### config.mk
export PLATFORM = sky130hd
export DESIGN_NAME = mem_wb_stage
export DESIGN_NICKNAME = d
export VERILOG_FILES = /design/src/rtl/mem_wb_stage.sv
export SDC_FILE = /design/constraint.sdc
export NUM_CORES = 1
export LEC_CHECK = 0
export BUFFER_PORTS_ARGS = -buffer_cell sky130_fd_sc_hd__clkbuf_2
export CORE_ASPECT_RATIO = 0.6
export CORE_UTILIZATION = 54
export CTS_BUF_LIST = sky130_fd_sc_hd__clkbuf_4 sky130_fd_sc_hd__clkbuf_8
export CTS_CLUSTER_DIAMETER = 50
export DETAILED_ROUTE_END_ITERATION = 8
export GPL_ROUTABILITY_DRIVEN = 0
export PLACE_DENSITY = 0.95
export SLEW_MARGIN = 15
export SYNTH_ARGS = -nofsm -noshare
export SYNTH_HDL_FRONTEND = slang
export SYNTH_SLANG_ARGS = --single-unit
### constraint.sdc
create_clock -name clk -period 3.3 [get_ports clk]
set_input_delay 0.33 -clock clk [delete_from_list [all_inputs] [get_ports clk]]
set_output_delay 0.33 -clock clk [all_outputs]
set_load 0.005 [all_outputs]
### src/rtl/mem_wb_stage.sv
// MEM stage with MEM/WB register: handshaked word loads/stores, upstream stall,
// alignment check and bus-timeout abort.
module mem_wb_stage #(
    parameter int unsigned TIMEOUT = 16
) (
    input  logic        clk,
    input  logic        rst,
    input  logic        MemWrite,
    input  logic        MemRead,
    input  logic        MemtoReg,
    input  logic        RegWrite,
    input  logic        R31toReg,
    input  logic        JaltoReg,
    input  logic [31:0] RD2,
    input  logic [31:0] alu,
    input  logic [4:0]  mux,
    output logic        dm_req,
    output logic        dm_we,
    output logic [31:0] dm_addr,
    output logic [31:0] dm_wdata,
    input  logic        dm_ack,
    input  logic [31:0] dm_rdata,
    output logic        stall,
    output logic        out_RegWrite,
    output logic        out_MemtoReg,
    output logic        out_R31toReg,
    output logic        out_JaltoReg,
    output logic [31:0] out_rdata,
    output logic [31:0] out_alu,
    output logic [4:0]  out_mux,
    output logic        out_misalign,
    output logic        out_bus_err
);

    localparam int unsigned CW = (TIMEOUT > 1) ? $clog2(TIMEOUT) : 1;

    typedef enum logic {IDLE, WAIT} state_t;

    state_t        state_q, state_d;
    logic [CW-1:0] cnt_q;

    // EX/MEM snapshot taken when a request issues
    logic          snap_mw_q, snap_mr_q, snap_m2r_q, snap_rw_q, snap_r31_q, snap_jal_q;
    logic [31:0]   snap_alu_q;
    logic [4:0]    snap_mux_q;

    logic          mem_op, aligned, timeout;
    logic          issue, misalign, complete, abort;

    assign mem_op  = MemRead | MemWrite;
    assign aligned = (alu[1:0] == 2'b00);
    assign timeout = (cnt_q == CW'(TIMEOUT - 1));

    always_ff @(posedge clk or negedge rst) begin
        if (!rst) begin
            state_q <= IDLE;
        end else begin
            state_q <= state_d;
        end
    end

    always_comb begin
        state_d = state_q;
        case (state_q)
            IDLE:    if (mem_op && aligned)  state_d = WAIT;
            WAIT:    if (dm_ack || timeout)  state_d = IDLE;
            default: state_d = IDLE;
        endcase
    end

    // Ack takes priority over timeout in the same cycle
    always_comb begin
        issue    = 1'b0;
        misalign = 1'b0;
        complete = 1'b0;
        abort    = 1'b0;
        stall    = 1'b0;
        case (state_q)
            IDLE: begin
                issue    = mem_op && aligned;
                misalign = mem_op && !aligned;
                stall    = issue;
            end
            WAIT: begin
                complete = dm_ack;
                abort    = !dm_ack && timeout;
                stall    = !dm_ack && !timeout;
            end
            default: ;
        endcase
    end

    always_ff @(posedge clk or negedge rst) begin
        if (!rst) begin
            cnt_q <= '0;
        end else if (issue) begin
            cnt_q <= '0;
        end else if (state_q == WAIT && stall) begin
            cnt_q <= cnt_q + CW'(1);
        end
    end

    always_ff @(posedge clk or negedge rst) begin
        if (!rst) begin
            dm_req   <= 1'b0;
            dm_we    <= 1'b0;
            dm_addr  <= '0;
            dm_wdata <= '0;
        end else if (issue) begin
            dm_req   <= 1'b1;
            dm_we    <= MemWrite;
            dm_addr  <= {alu[31:2], 2'b00};
            dm_wdata <= RD2;
        end else if (complete || abort) begin
            dm_req   <= 1'b0;
        end
    end

    always_ff @(posedge clk or negedge rst) begin
        if (!rst) begin
            snap_mw_q  <= 1'b0;
            snap_mr_q  <= 1'b0;
            snap_m2r_q <= 1'b0;
            snap_rw_q  <= 1'b0;
            snap_r31_q <= 1'b0;
            snap_jal_q <= 1'b0;
            snap_alu_q <= '0;
            snap_mux_q <= '0;
        end else if (issue) begin
            snap_mw_q  <= MemWrite;
            snap_mr_q  <= MemRead;
            snap_m2r_q <= MemtoReg;
            snap_rw_q  <= RegWrite;
            snap_r31_q <= R31toReg;
            snap_jal_q <= JaltoReg;
            snap_alu_q <= alu;
            snap_mux_q <= mux;
        end
    end

    always_ff @(posedge clk or negedge rst) begin
        if (!rst) begin
            out_RegWrite <= 1'b0;
            out_MemtoReg <= 1'b0;
            out_R31toReg <= 1'b0;
            out_JaltoReg <= 1'b0;
            out_rdata    <= '0;
            out_alu      <= '0;
            out_mux      <= '0;
            out_misalign <= 1'b0;
            out_bus_err  <= 1'b0;
        end else begin
            out_misalign <= 1'b0;
            out_bus_err  <= 1'b0;
            if (stall) begin
                // bubble: controls cleared, data held
                out_RegWrite <= 1'b0;
                out_MemtoReg <= 1'b0;
                out_R31toReg <= 1'b0;
                out_JaltoReg <= 1'b0;
            end else if (complete || abort) begin
                out_RegWrite <= snap_rw_q && complete;
                out_MemtoReg <= snap_m2r_q;
                out_R31toReg <= snap_r31_q;
                out_JaltoReg <= snap_jal_q;
                out_alu      <= snap_alu_q;
                out_mux      <= snap_mux_q;
                out_rdata    <= (complete && snap_mr_q && !snap_mw_q) ? dm_rdata : '0;
                out_bus_err  <= abort;
            end else begin
                out_RegWrite <= RegWrite && !misalign;
                out_MemtoReg <= MemtoReg;
                out_R31toReg <= R31toReg;
                out_JaltoReg <= JaltoReg;
                out_alu      <= alu;
                out_mux      <= mux;
                out_rdata    <= '0;
                out_misalign <= misalign;
            end
        end
    end

endmodule

# Yosys cells after proc, flatten, opt, wreduce, memory -nomap -nowiden
# Index checks and enable logic that the tools add are counted.
# word_totals
wordCells,73
ramBits,0
mem_count,0
in_bits,110
ff_bits,186
latchBits,0
romBits,0
out_inout_bits,142
# op_classes
n_reduce_logical,19
muxes,28
eq_ne,1
bitwise_logic,2
shifts,0
mul,0
div_mod_pow,0
n_addsub,1
magnitude_cmp,0
# ops
op,count
two-way mux 32 bit,3
two-way mux 1 bit,20
logical AND 1 bit,9
two-way mux 4 bit,2
logical NOT 1 bit,5
two-way mux 5 bit,1
adder 4 x 1 -> 4 bit (second input constant),1
== test 4 bit (second input constant),1
one-hot mux 1 bit (2 select lines),2
nonzero test 2 bit,2
logical NOT 2 bit,1
logical OR 1 bit,2
NOT 1 bit,1
bitwise OR 1 bit,1

# Logic depth before layout (Yosys ltp)
# logic_depth
word_depth,8
mapped_depth,7
mapped_depth_nobuf,4

# Least setup slack after synthesis
# OpenSTA, ideal clock, no wires.
# synth_path
path_type,reg-to-reg
startpoint,register cnt_q[0]
endpoint,register out_alu[10]
setup_time_ns,0.125
arrival_time_ns,1.703
setup_slack_ns,1.472
path_stages_with_launch,8
t_required_ns,3.175
period_less_slack_ns,1.828
path_cell_list,dfrtp_1 ha_1 and3_1 buf_4 o32ai_2 buf_6 buf_6 mux2_4
# synth_between
elab_chain_len,5
word_cells_on_any_way,8
classes_between,eq/ne (1); mux (3); reduce/logical (4)
# synth_rtl
item,line,rtl
"start, declared",40,logic [CW-1:0] cnt_q;
"start signal, assigned",99,cnt_q <= cnt_q + CW'(1);
== test 4 bit *,52,assign timeout = (cnt_q == CW'(TIMEOUT - 1));
logical AND 1 bit,86,abort = !dm_ack && timeout;
two-way mux 1 bit,78,case (state_q)
logical OR 1 bit,161,end else if (complete || abort) begin
two-way mux 32 bit,161,
"end signal, assigned",166,out_alu <= snap_alu_q;
"end signal, assigned",175,out_alu <= alu;
"end, declared",29,"output logic [31:0] out_alu,"
# Mark *: on every way between the ends. The rest lies on a longest branch, timed or not.
# A chain may end at the register's enable or synchronous reset.

# Worst setup path in the final report
# layout_path
startpoint,register state_q
endpoint,output stall
# layout_between
elab_chain_len,2
# layout_rtl
item,line,rtl
"start, declared",39,"state_t state_q, state_d;"
"start signal, assigned",58,state_q <= state_d;
NOT 1 bit,-,
one-hot mux 1 bit (2 select lines) *,78,
"end, declared",23,"output logic stall,"
# Marks and branches as above.

==> impl_summary.log <==
INFO  metric status = completed
INFO  metric postCtsSetupRepairBufs = 0
INFO  metric synthDistinctLibCells = 35
INFO  metric clock_tree.htree_level_count = 4
INFO  metric preCtsSetupSlack = 978 ps
INFO  metric timing.final.ws_setup = 540 ps
INFO  metric fraction_of_the_mapped_netlist_area_in_compound_gates = 11.5%
INFO  metric grt_pass1_vias = 4,940
INFO  metric first_iter_violations = 367
INFO  metric start_util = 56.1%
INFO  metric minimum_clock_period_after_layout = 2760 ps
INFO  metric unrepaired_setup_endpoints_after_global_routing = false
INFO  metric cts_inserted_buffers = 17
INFO  metric layout-drive-gt1-share = 57.1%
INFO  metric wl_per_cell = 19.3 um
INFO  metric grt_pass1_wl = 25,700 um
INFO  metric worstSetupPathDepth = 4
INFO  metric maxSlewHeadroom = 20.5%
INFO  metric path_max_fanout = 45
INFO  metric placed_area = 7960 sq um
INFO  metric core-area = 12,200 sq um
INFO  metric number_of_max_slew_violations_in_the_final_report = 0
INFO  metric globalRouteTotalUtil = 25.7%
INFO  metric finalClockSkew = 12.8 ps
INFO  metric synthTopCellsByArea = sky130_fd_sc_hd__dfrtp_1, sky130_fd_sc_hd__mux2_2, sky130_fd_sc_hd__a32o_1
INFO  metric routed_via_density = 5.56
INFO  metric fin_tns_setup = 0 ps
INFO  metric die-area = 13,100 sq um
INFO  metric postSynthRegisterBits = 156
INFO  metric endpoint = stall
INFO  metric synth.mux.area_fraction = 19.4%
INFO  metric actual_slew_at_the_worst_max_slew_pin = 1190 ps
INFO  metric cts-resized-gates = 0
INFO  metric r2r_cells = 4
INFO  metric finalHoldViolCount = 0
INFO  metric cts_num_sinks = 156
INFO  metric regToRegStartpoint = state_q
INFO  metric max_stage_delay = 580 ps
INFO  metric max-cap-violations = 0
INFO  metric worst_setup_hold_path_clk_slew = 90 ps
INFO  metric maxClockFrequency = 0.362 GHz
INFO  metric yosys.area_share.simple = 5.29%
INFO  metric worstPathRequired = 2970 ps
INFO  metric synthToLayoutAreaGrowth = 22.5%
INFO  metric critPathArrivalTime = 2430 ps
INFO  metric cp-start-kind = flip-flop
INFO  metric ctsLongestPathBuffers = 2
INFO  metric path_cells = o21bai_1, o32ai_4, buf_4, clkbuf_2
INFO  metric io-pin-count = 252
INFO  metric leakage = 4.12 nW
INFO  metric slowest_stage = sky130_fd_sc_hd__dfrtp_1
INFO  metric antenna-diode-count = 0
INFO  metric grt_max_degree = 103
INFO  metric finalSetupViolations = 0
INFO  metric setup.worst_path.end_class = output pin
INFO  metric dominant_combinational_cell_family_by_area_after_synthesis = multiplexers
INFO  metric place_inst = 840
INFO  metric filler_cell_count = 851
INFO  metric power-per-cell-area = 601 nW/um^2
INFO  metric tritoncts = done
INFO  metric reg2reg_to = out_alu[9]
INFO  metric fin_total_pwr = 5.04 mW
INFO  metric drc = 0
INFO  metric timing.setup.critical_path_class = flip-flop to output pin
INFO  metric type_of_the_tightest_min_delay_check = input pin to asynchronous set/reset pin
INFO  metric post-route-cell-area = 8380 sq um
INFO  metric synth_xor_xnor_area_share = 0%
INFO  metric syn_inst = 486
INFO  metric mostFrequentLayoutCells = sky130_fd_sc_hd__clkbuf_2, sky130_fd_sc_hd__dfrtp_1, sky130_fd_sc_hd__mux2_2
INFO  metric synth_top_area_cell = sky130_fd_sc_hd__dfrtp_1
INFO  metric io_buffer_count = 249
INFO  metric critPathTopFamily = buffers and inverters
INFO  metric clock_insertion_delay_worst_skew = 430 ps
INFO  metric dp_hpwl = 11,600 um
INFO  metric critPathBufInv = 2
INFO  metric synth.cell_area = 6840 sq um
INFO  metric postRouteAntennaNets = 0
INFO  metric yosys.area_share.adder = 0.183%
INFO  metric synth.yosys.seq_area_share = 57.1%
INFO  metric layout_worst_path_cycle_share = 83.6%
INFO  metric post_layout_nonfiller_instances = 871
INFO  metric post_synthesis_average_cell_area = 14.1 sq um
INFO  metric die_extent_in_y = 89.2 um
INFO  metric ir_drop = 0.264 mV
INFO  metric mostFrequentLayoutCell = sky130_fd_sc_hd__clkbuf_2
INFO  metric die_w = 147 um
INFO  metric reg2reg_setup_slack = 880 ps
INFO  metric critical_path.startpoint = state_q
INFO  metric num_rows = 31
INFO  metric antenna_violations_before_repair = 0
INFO  metric routed_wl = 16,800 um
INFO  metric clock_tree.root_cell = sky130_fd_sc_hd__clkbuf_8
INFO  metric firstDrtPassIters = 4
INFO  metric synth_top_area_share = 57.1%
INFO  metric vias = 4,842
INFO  metric overflow = 0
INFO  metric ctsHoldBuffers = 0
INFO  metric num-nets-final = 805
INFO  metric warning_count_from_the_yosys_run = 0
## area by class of cell
cell class	instances	area, sq um	share of cell area (%)
sequential	156	3900	46.6
tap	165	206	2.46
clock buffer	17	234	2.79
timing repair buffer	257	1330	15.8
inverter	1	3.75	0.0448
clock inverter	14	184	2.20
multi-input combinational	261	2520	30.1
## sequential cells by signal, summed over array words and instances, names as in the netlist
name and count:
state_q 1, dm_wdata 32, dm_req 1, snap_mux_q 5, snap_rw_q 1, out_R31toReg 1
snap_m2r_q 1, snap_r31_q 1, out_JaltoReg 1, out_alu 32, cnt_q 4, snap_mw_q 1
out_misalign 1, out_rdata 32, out_RegWrite 1, snap_alu_q 32, out_bus_err 1, snap_jal_q 1
out_mux 5, out_MemtoReg 1, snap_mr_q 1
## worst min-delay path by stage
stage / end / cells past startpoint / from
detailed placement: snap_alu_q[0] / 1 / snap_alu_q[0]
global placement: snap_alu_q[21] / 1 / rst
CTS: out_alu[12] / 1 / rst
floorplan: cnt_q[0] / 0 / rst
global route: out_alu[12] / 1 / rst
finish: out_alu[12] / 1 / rst
## worst reg2reg max path: cells and delay by family (launching register included)
family	cells	cell delay [ps]
buffers and inverters	1	450
muxes	1	270
DFF	1	680
and+or+nand+nor	1	590
AOI/OAI and AO/OA	1	320
## power breakdown
part | internal [mW] | leakage, nW | total (mW) | switching (mW)
combinational | 0.599 | 1.98 | 1.05 | 0.452
sequential | 2.23 | 1.93 | 2.46 | 0.221
clock | 0.767 | 0.215 | 1.53 | 0.763
total | 3.60 | 4.12 | 5.04 | 1.44
## Yosys cell counts (all sizes together)
master / n
o32ai: 1
and2: 37
and3: 1
nor2: 3
a32o: 37
or3: 1
o221ai: 1
a31oi: 1
nor2b: 3
dfrtp: 156
a22o: 32
or4: 1
nand4: 1
o31ai: 1
o21ai: 5
nor3b: 1
inv: 1
o21bai: 1
buf: 56
clkbuf: 13
and4: 1
nor3: 1
conb: 1
mux2: 110
ha: 1
nand3: 5
nand3b: 1
a311oi: 1
a21oi: 8
a31o: 2
nand2b: 1
nand2: 1
## metal layers
metal	global-route usage, %	vias to the layer above	wire (um)
li1	-	2165	-
met1	31.9	2437	6760
met2	44.4	222	8570
met3	7.30	18	1240
met4	8.15	0	195
met5	0	-	0
## through the flow
stage	hold WS, ps	util (%)
after floorplan	34.4	-
after global placement	483	65.3
after detailed placement	482	65.3
after CTS	37.5	68.8
after global routing	51.9	68.8
final	6.68	68.8
## cell families after synthesis
family                     after synthesis
DFF                                    156
muxes                                  110
AOI/OAI and AO/OA                       90
buffers and inverters                   70
and+or+nand+nor                         58
adders and majority gates                1
other                                    1
Power figures use the tool's default switching activity.
